==> src/rtl/medidor_frec.sv <==
// medidor_frec: measures a slow, asynchronous signal against clk_intput.
// Reports rising edges per gate window and the cycle count between consecutive rising edges.
module medidor_frec #(
  parameter int unsigned FREC_IN     = 32'd50000000,
  parameter int unsigned GATE_CYCLES = 32'd50000000,
  parameter int unsigned CNT_W       = 32'd27
) (
  input  logic             clk_intput,
  input  logic             rst_n,
  input  logic             sig_in,
  input  logic             enable,
  output logic [CNT_W-1:0] freq_out,
  output logic             freq_valid,
  output logic [CNT_W-1:0] period_out,
  output logic             period_valid,
  output logic             ovf
);

  localparam logic [CNT_W-1:0] CNT_ZERO  = {CNT_W{1'b0}};
  localparam logic [CNT_W-1:0] CNT_ONE   = {{(CNT_W-1){1'b0}}, 1'b1};
  localparam logic [CNT_W-1:0] CNT_MAX   = {CNT_W{1'b1}};
  localparam logic [CNT_W-1:0] GATE_LAST = CNT_W'(GATE_CYCLES - 32'd1);

  if ((GATE_CYCLES < 32'd2) || (FREC_IN == 32'd0)) begin : g_bad_gate
    $error("medidor_frec: GATE_CYCLES must be >= 2 and FREC_IN non-zero");
  end
  if ((64'(GATE_CYCLES) >> CNT_W) != 64'd0) begin : g_bad_width
    $error("medidor_frec: CNT_W too narrow to hold GATE_CYCLES");
  end

  typedef enum logic [1:0] {
    ST_IDLE  = 2'd0,
    ST_ARMED = 2'd1,
    ST_RUN   = 2'd2
  } state_t;

  state_t           state_r;
  logic             s1_r;
  logic             s2_r;
  logic             s3_r;
  logic             rise_s;
  logic [CNT_W-1:0] gate_cnt_r;
  logic [CNT_W-1:0] edge_cnt_r;
  logic [CNT_W-1:0] period_cnt_r;
  logic [CNT_W-1:0] freq_out_r;
  logic             freq_valid_r;
  logic [CNT_W-1:0] period_out_r;
  logic             period_valid_r;
  logic             ovf_r;
  logic             gate_last_s;
  logic [CNT_W-1:0] edge_next_s;
  logic             edge_sat_s;
  logic [CNT_W-1:0] period_next_s;
  logic             period_sat_s;

  // Saturating increment: holds at all-ones instead of wrapping.
  function automatic logic [CNT_W-1:0] sat_inc(input logic [CNT_W-1:0] value,
                                               input logic inc);
    logic [CNT_W-1:0] result;
    if (inc && (value != CNT_MAX)) begin
      result = value + CNT_ONE;
    end else begin
      result = value;
    end
    return result;
  endfunction

  // True when an increment is requested but blocked by saturation.
  function automatic logic sat_hit(input logic [CNT_W-1:0] value, input logic inc);
    return inc && (value == CNT_MAX);
  endfunction

  // Two-flop synchronizer plus delay flop for rising-edge detection.
  always_ff @(posedge clk_intput or negedge rst_n) begin
    if (!rst_n) begin
      s1_r <= 1'b0;
      s2_r <= 1'b0;
      s3_r <= 1'b0;
    end else begin
      s1_r <= sig_in;
      s2_r <= s1_r;
      s3_r <= s2_r;
    end
  end

  // Next-value arithmetic shared by the window and period logic.
  always_comb begin
    rise_s        = s2_r & ~s3_r;
    gate_last_s   = (gate_cnt_r == GATE_LAST);
    edge_next_s   = sat_inc(edge_cnt_r, rise_s);
    edge_sat_s    = sat_hit(edge_cnt_r, rise_s);
    period_next_s = sat_inc(period_cnt_r, 1'b1);
    period_sat_s  = sat_hit(period_cnt_r, 1'b1);
  end

  // Measurement FSM, counters and registered results.
  always_ff @(posedge clk_intput or negedge rst_n) begin
    if (!rst_n) begin
      state_r        <= ST_IDLE;
      gate_cnt_r     <= CNT_ZERO;
      edge_cnt_r     <= CNT_ZERO;
      period_cnt_r   <= CNT_ZERO;
      freq_out_r     <= CNT_ZERO;
      freq_valid_r   <= 1'b0;
      period_out_r   <= CNT_ZERO;
      period_valid_r <= 1'b0;
      ovf_r          <= 1'b0;
    end else begin
      case (state_r)
        ST_IDLE: begin
          gate_cnt_r     <= CNT_ZERO;
          edge_cnt_r     <= CNT_ZERO;
          period_cnt_r   <= CNT_ZERO;
          freq_valid_r   <= 1'b0;
          period_valid_r <= 1'b0;
          if (enable) begin
            state_r <= ST_ARMED;
            ovf_r   <= 1'b0;
          end else begin
            state_r <= ST_IDLE;
          end
        end
        ST_ARMED, ST_RUN: begin
          if (!enable) begin
            // Abandon the partial window; results keep their last values.
            state_r        <= ST_IDLE;
            gate_cnt_r     <= CNT_ZERO;
            edge_cnt_r     <= CNT_ZERO;
            period_cnt_r   <= CNT_ZERO;
            freq_valid_r   <= 1'b0;
            period_valid_r <= 1'b0;
          end else begin
            // A rise in the terminal cycle belongs to the window being closed.
            if (gate_last_s) begin
              gate_cnt_r   <= CNT_ZERO;
              edge_cnt_r   <= CNT_ZERO;
              freq_out_r   <= edge_next_s;
              freq_valid_r <= 1'b1;
            end else begin
              gate_cnt_r   <= gate_cnt_r + CNT_ONE;
              edge_cnt_r   <= edge_next_s;
              freq_valid_r <= 1'b0;
            end

            if (state_r == ST_ARMED) begin
              period_valid_r <= 1'b0;
              if (rise_s) begin
                state_r      <= ST_RUN;
                period_cnt_r <= CNT_ONE;
              end else begin
                state_r      <= ST_ARMED;
                period_cnt_r <= CNT_ZERO;
              end
              ovf_r <= ovf_r | edge_sat_s;
            end else begin
              state_r <= ST_RUN;
              if (rise_s) begin
                period_out_r   <= period_cnt_r;
                period_valid_r <= 1'b1;
                period_cnt_r   <= CNT_ONE;
                ovf_r          <= ovf_r | edge_sat_s;
              end else begin
                period_valid_r <= 1'b0;
                period_cnt_r   <= period_next_s;
                ovf_r          <= ovf_r | edge_sat_s | period_sat_s;
              end
            end
          end
        end
        default: begin
          state_r        <= ST_IDLE;
          gate_cnt_r     <= CNT_ZERO;
          edge_cnt_r     <= CNT_ZERO;
          period_cnt_r   <= CNT_ZERO;
          freq_valid_r   <= 1'b0;
          period_valid_r <= 1'b0;
        end
      endcase
    end
  end

  assign freq_out     = freq_out_r;
  assign freq_valid   = freq_valid_r;
  assign period_out   = period_out_r;
  assign period_valid = period_valid_r;
  assign ovf          = ovf_r;

endmodule

==> config.mk <==
export PLATFORM = sky130hd
export DESIGN_NAME = medidor_frec
export DESIGN_NICKNAME = d
export VERILOG_FILES = /design/src/rtl/medidor_frec.sv
export SDC_FILE = /design/constraint.sdc
export NUM_CORES = 1
export LEC_CHECK = 0
export BUFFER_PORTS_ARGS = -buffer_cell sky130_fd_sc_hd__clkbuf_2
export CORE_UTILIZATION = 50
export DETAILED_ROUTE_END_ITERATION = 12
export MAX_ROUTING_LAYER = met4
export PLACE_DENSITY = 0.69
export SLEW_MARGIN = 10
export SYNTH_ARGS = -nofsm -noshare
export SYNTH_HDL_FRONTEND = slang
export SYNTH_SLANG_ARGS = --single-unit
==> constraint.sdc <==
create_clock -name clk_intput -period 2.4 [get_ports clk_intput]
set_input_delay 0.12 -clock clk_intput [delete_from_list [all_inputs] [get_ports clk_intput]]
set_output_delay 0.12 -clock clk_intput [all_outputs]
set_load 0.005 [all_outputs]
==> metrics.md <==
| Metric | Value |
|---|---|
| Synth Area in Adders | 1.153% |
| Synth Area per Inst | 10.89 um^2 |
| CTS clk-pin slew, worst paths | approximately 0.06 ns |
| Post-synthesis register bit count | between 100 and 150 |
| Post-Syn Area | roughly 6500 um^2 |
| Port-buffer cells | 60 |
| Cells after Synth | 598 |
| Post-synth EDFFs | 0 |
| Final Hold Vio Count | 0 |
| RSZ-0062 raised after global routing | no |
| Leading area contributor after synthesis | dfrtp_1 |
| Leak | 0.003496 uW |
| Pwr Density | ~750 nW/um^2 |
| Worst path required time | 2.75 ns |
| Compound-Gate Fraction of Synth Area | under 10% |
| Commonest register cell after synthesis | dfrtp_1 |
| Clock skew | 0.01042 ns |
| Global-route wire length before repair | around 21,000 um |
| Post-synthesis sequential area ratio | 54.94% |
| Clock tree root buffer cell | clkbuf_16 |
| Starting Density | 51.41% |
| Max Cap Violations | 0 |
| Rel. slew slack | a little under two thirds |
| Mapped Nets | approximately 610 |
| Measured slew at the worst slew-check pin | between 0.5 and 0.6 ns |
| Ys Warns | 0 |
| TritonCTS clock tree | built |
| Antenna violations before repair | 0 |
| Post-CTS setup buffers | 0 |
| Rows | 41 |
| Via density per instance | 5.317 |
| Max clock buf depth | 2 |
| Hold path start | enable |
| Largest net degree at the start of global routing | 59 |
| CTS Buf Count | 17 |
| WL/cell | 14.64 um |
| Die X | between 100 and 150 um |
| Worst vdd ir | between 300 and 400 uV |
| Commonest cells post-synth | 143 x dfrtp_1, 84 x nor2_1, 61 x nand2_1, 36 x xor2_1, 31 x nand3_1 |
| Fillers | 1,057 |
| Core area | 12,670 um^2 |
| Initial DRC Count | ~270 |
| Yosys cell types | 53 |
| Largest fanout on the critical path | 53 |
| CP max stage cell | or4_1 |
| Post-Synth XOR/XNOR Area | between 8 and 9% |
| Area share of the leading cell type in the synthesized netlist | between 50 and 60% |
| R2R cell count | 9 |
| CP startpoint kind | register |
| GRT Total Usage | between 20% and 30% |
| Largest family of logic cells by synthesized area | simple AND/OR/NAND/NOR gates |
| H-tree depth | 4 |
| Crit-path max cell delay | 0.49 ns |
| DIE HEIGHT | 116.1 um |
| RePlAce Congestion | approximately 0.8 |
| Dpl hpwl | about 8600 um |
| Final net count | 682 |
| Min Tclk post-route | around 2.2 ns |
| Post-detailed-routing wire length | roughly 13,000 um |
| Number of routed nets with antenna violations | 0 |
| Die area | 13,490 um^2 |
| Setup Viol. Count Final | 0 |
| Period utilization | 92.09% |
| Hold Slack | 0.04882 ns |
| Inserted Diodes | 0 |
| Most frequent cell after synthesis | dfrtp_1 |
| CP Capture Type | register |
| Max Freq | 452.5 MHz |
| Largest cells by area after synthesis | dfrtp_1 55%, mux2_2 4.8%, nor2_1 4.8% |
| Vias in the first global route | roughly 4,400 |
| Drt pass-1 iters | 4 |
| Post-Synth Simple-Gate Area | 20.15% |
| # DRC | 0 |
| Gr ovfl total | 0 |
| Hold Path Cell Cnt | 2 |
| P&R area growth vs syn | 17.90% |
| CTS Sinks | 143 |
| Via count | 4,557 |
| CP arrival | approximately 2.6 ns |
| CP Class | register to register |
| Clock network latency to the later pin of the worst-skew pair | 0.43 ns |
| Setup TNS | 0 ns |
| Ys async rst share | 100.0% |
| CP Cell Sequence | ha_1, and3_1, nand2_1, or4_1, or2_2, buf_12, inv_2, nor2_1, a21oi_1 |
| Fin. max-slew vios | 0 |
| Worst R2R Start | gate_cnt_r[0]$_DFF_PN0_ |
| Launch point of the critical path | gate_cnt_r[0]$_DFF_PN0_ |
| Multiplexer area fraction after synthesis | between 5 and 6% |
| Share of layout cells above drive strength 1 | 24.67% |
| Outcome | completed |
| Worst hold path class | primary input to register |
| I/O Pins | ~60 |
==> per-layer routing <==
metal	up-vias	track usage, %	part of all wire (%)
met5	-	-	0
met4	0	7.179	0.65
met3	11	6.279	4.0
met2	81	31.83	48
met1	2247	27.34	47
li1	2218	-	-
==> final timing paths <==
check,slack (ns),to
worst max-delay path,0.19,freq_out[1]$_DFFE_PN0P_
worst min-delay path,0.05,state_r[0]$_DFF_PN0_
worst max register to register,0.19,freq_out[1]$_DFFE_PN0P_
worst min register to register,0.35,s2_r$_DFF_PN0_
max in group asynchronous,1.37,gate_cnt_r[15]$_DFF_PN0_
min in group asynchronous,0.23,freq_out[9]$_DFFE_PN0P_
==> sequential cells by signal, summed over array words and instances, names as in the netlist <==
name,cells
s2_r,1
edge_cnt_r,27
ovf,1
period_cnt_r,27
s1_r,1
state_r,2
period_out,27
gate_cnt_r,27
s3_r,1
freq_out,27
freq_valid,1
period_valid,1
==> cell usage in the layout (no fill, tap or decap), types with 5 or more instances in the layout <==
master     Yosys  layout
xor2_1        36      36
xnor2_1       28      28
clkbuf_2       0      59
nor2_1        84      84
and4_1         8       8
a31oi_1        7       7
clkbuf_8       0       6
a21oi_1       17      17
nor3_1         5       5
dfrtp_1      143     143
o21ai_2       25      25
inv_1          8       8
mux2_2        28      28
clkbuf_16      0      17
o21ai_0        5       5
nand3_1       31      31
buf_4          0      11
and2_1         6       6
ha_1           6       6
nand2_1       61      61
nand4_1       17      17
and3_1        18      18
==> timing repair <==
action,4_1_cts,5_1_grt
gates resized for setup,0,0
hold endpoints to repair,57,0
hold buffers,2,0
==> cell type report <==
class / instances / area (um^2) / area share (%)
clock buffer: 23 / 508.0 / 6.615
clock inverter: 9 / 105.1 / 1.369
inverter: 9 / 33.78 / 0.4399
multi-input combinational: 425 / 2770 / 36.07
sequential: 143 / 3578 / 46.59
tap: 172 / 215.2 / 2.802
timing repair buffer: 76 / 469.2 / 6.109
==> cells by family after synthesis <==
logic type	count (synthesis)
AO/OA/AOI/OAI	66
buffers and inverters	30
flip-flops	143
adder cells (fa/ha/maj)	6
XOR/XNOR	64
AND/OR/NAND/NOR	258
multiplexers	31
==> worst max-delay path: cells and delay by family (launching register included) <==
family / cells / cell delay [ns]
AOI/OAI and AO/OA: 1 / 0.10
adders and majority gates: 1 / 0.23
DFF: 1 / 0.36
buffers and inverters: 2 / 0.30
and+or+nand+nor: 5 / 1.13
==> power breakdown <==
part	internal (uW)	total (uW)	switching, uW
combinational	186	588	402
sequential	2470	2510	40.7
clock	1690	2670	986
==> per-stage QoR <==
step | total power [uW] | util, % | setup WS (ns) | instances | cell area (um^2)
2_1_floorplan | 2897 | - | 0.3693 | 598 | 6514
3_5_place_dp | 3141 | 55.61 | 0.2123 | 823 | 7047
3_3_place_gp | 3110 | 55.61 | 0.2603 | 823 | 7047
6_report | 5769 | 60.61 | 0.1898 | 857 | 7680
4_1_cts | 5826 | 60.61 | 0.1920 | 857 | 7680
5_1_grt | 6015 | 60.61 | 0.03852 | 857 | 7680
Note: power is estimated with default switching activity, not from simulation.
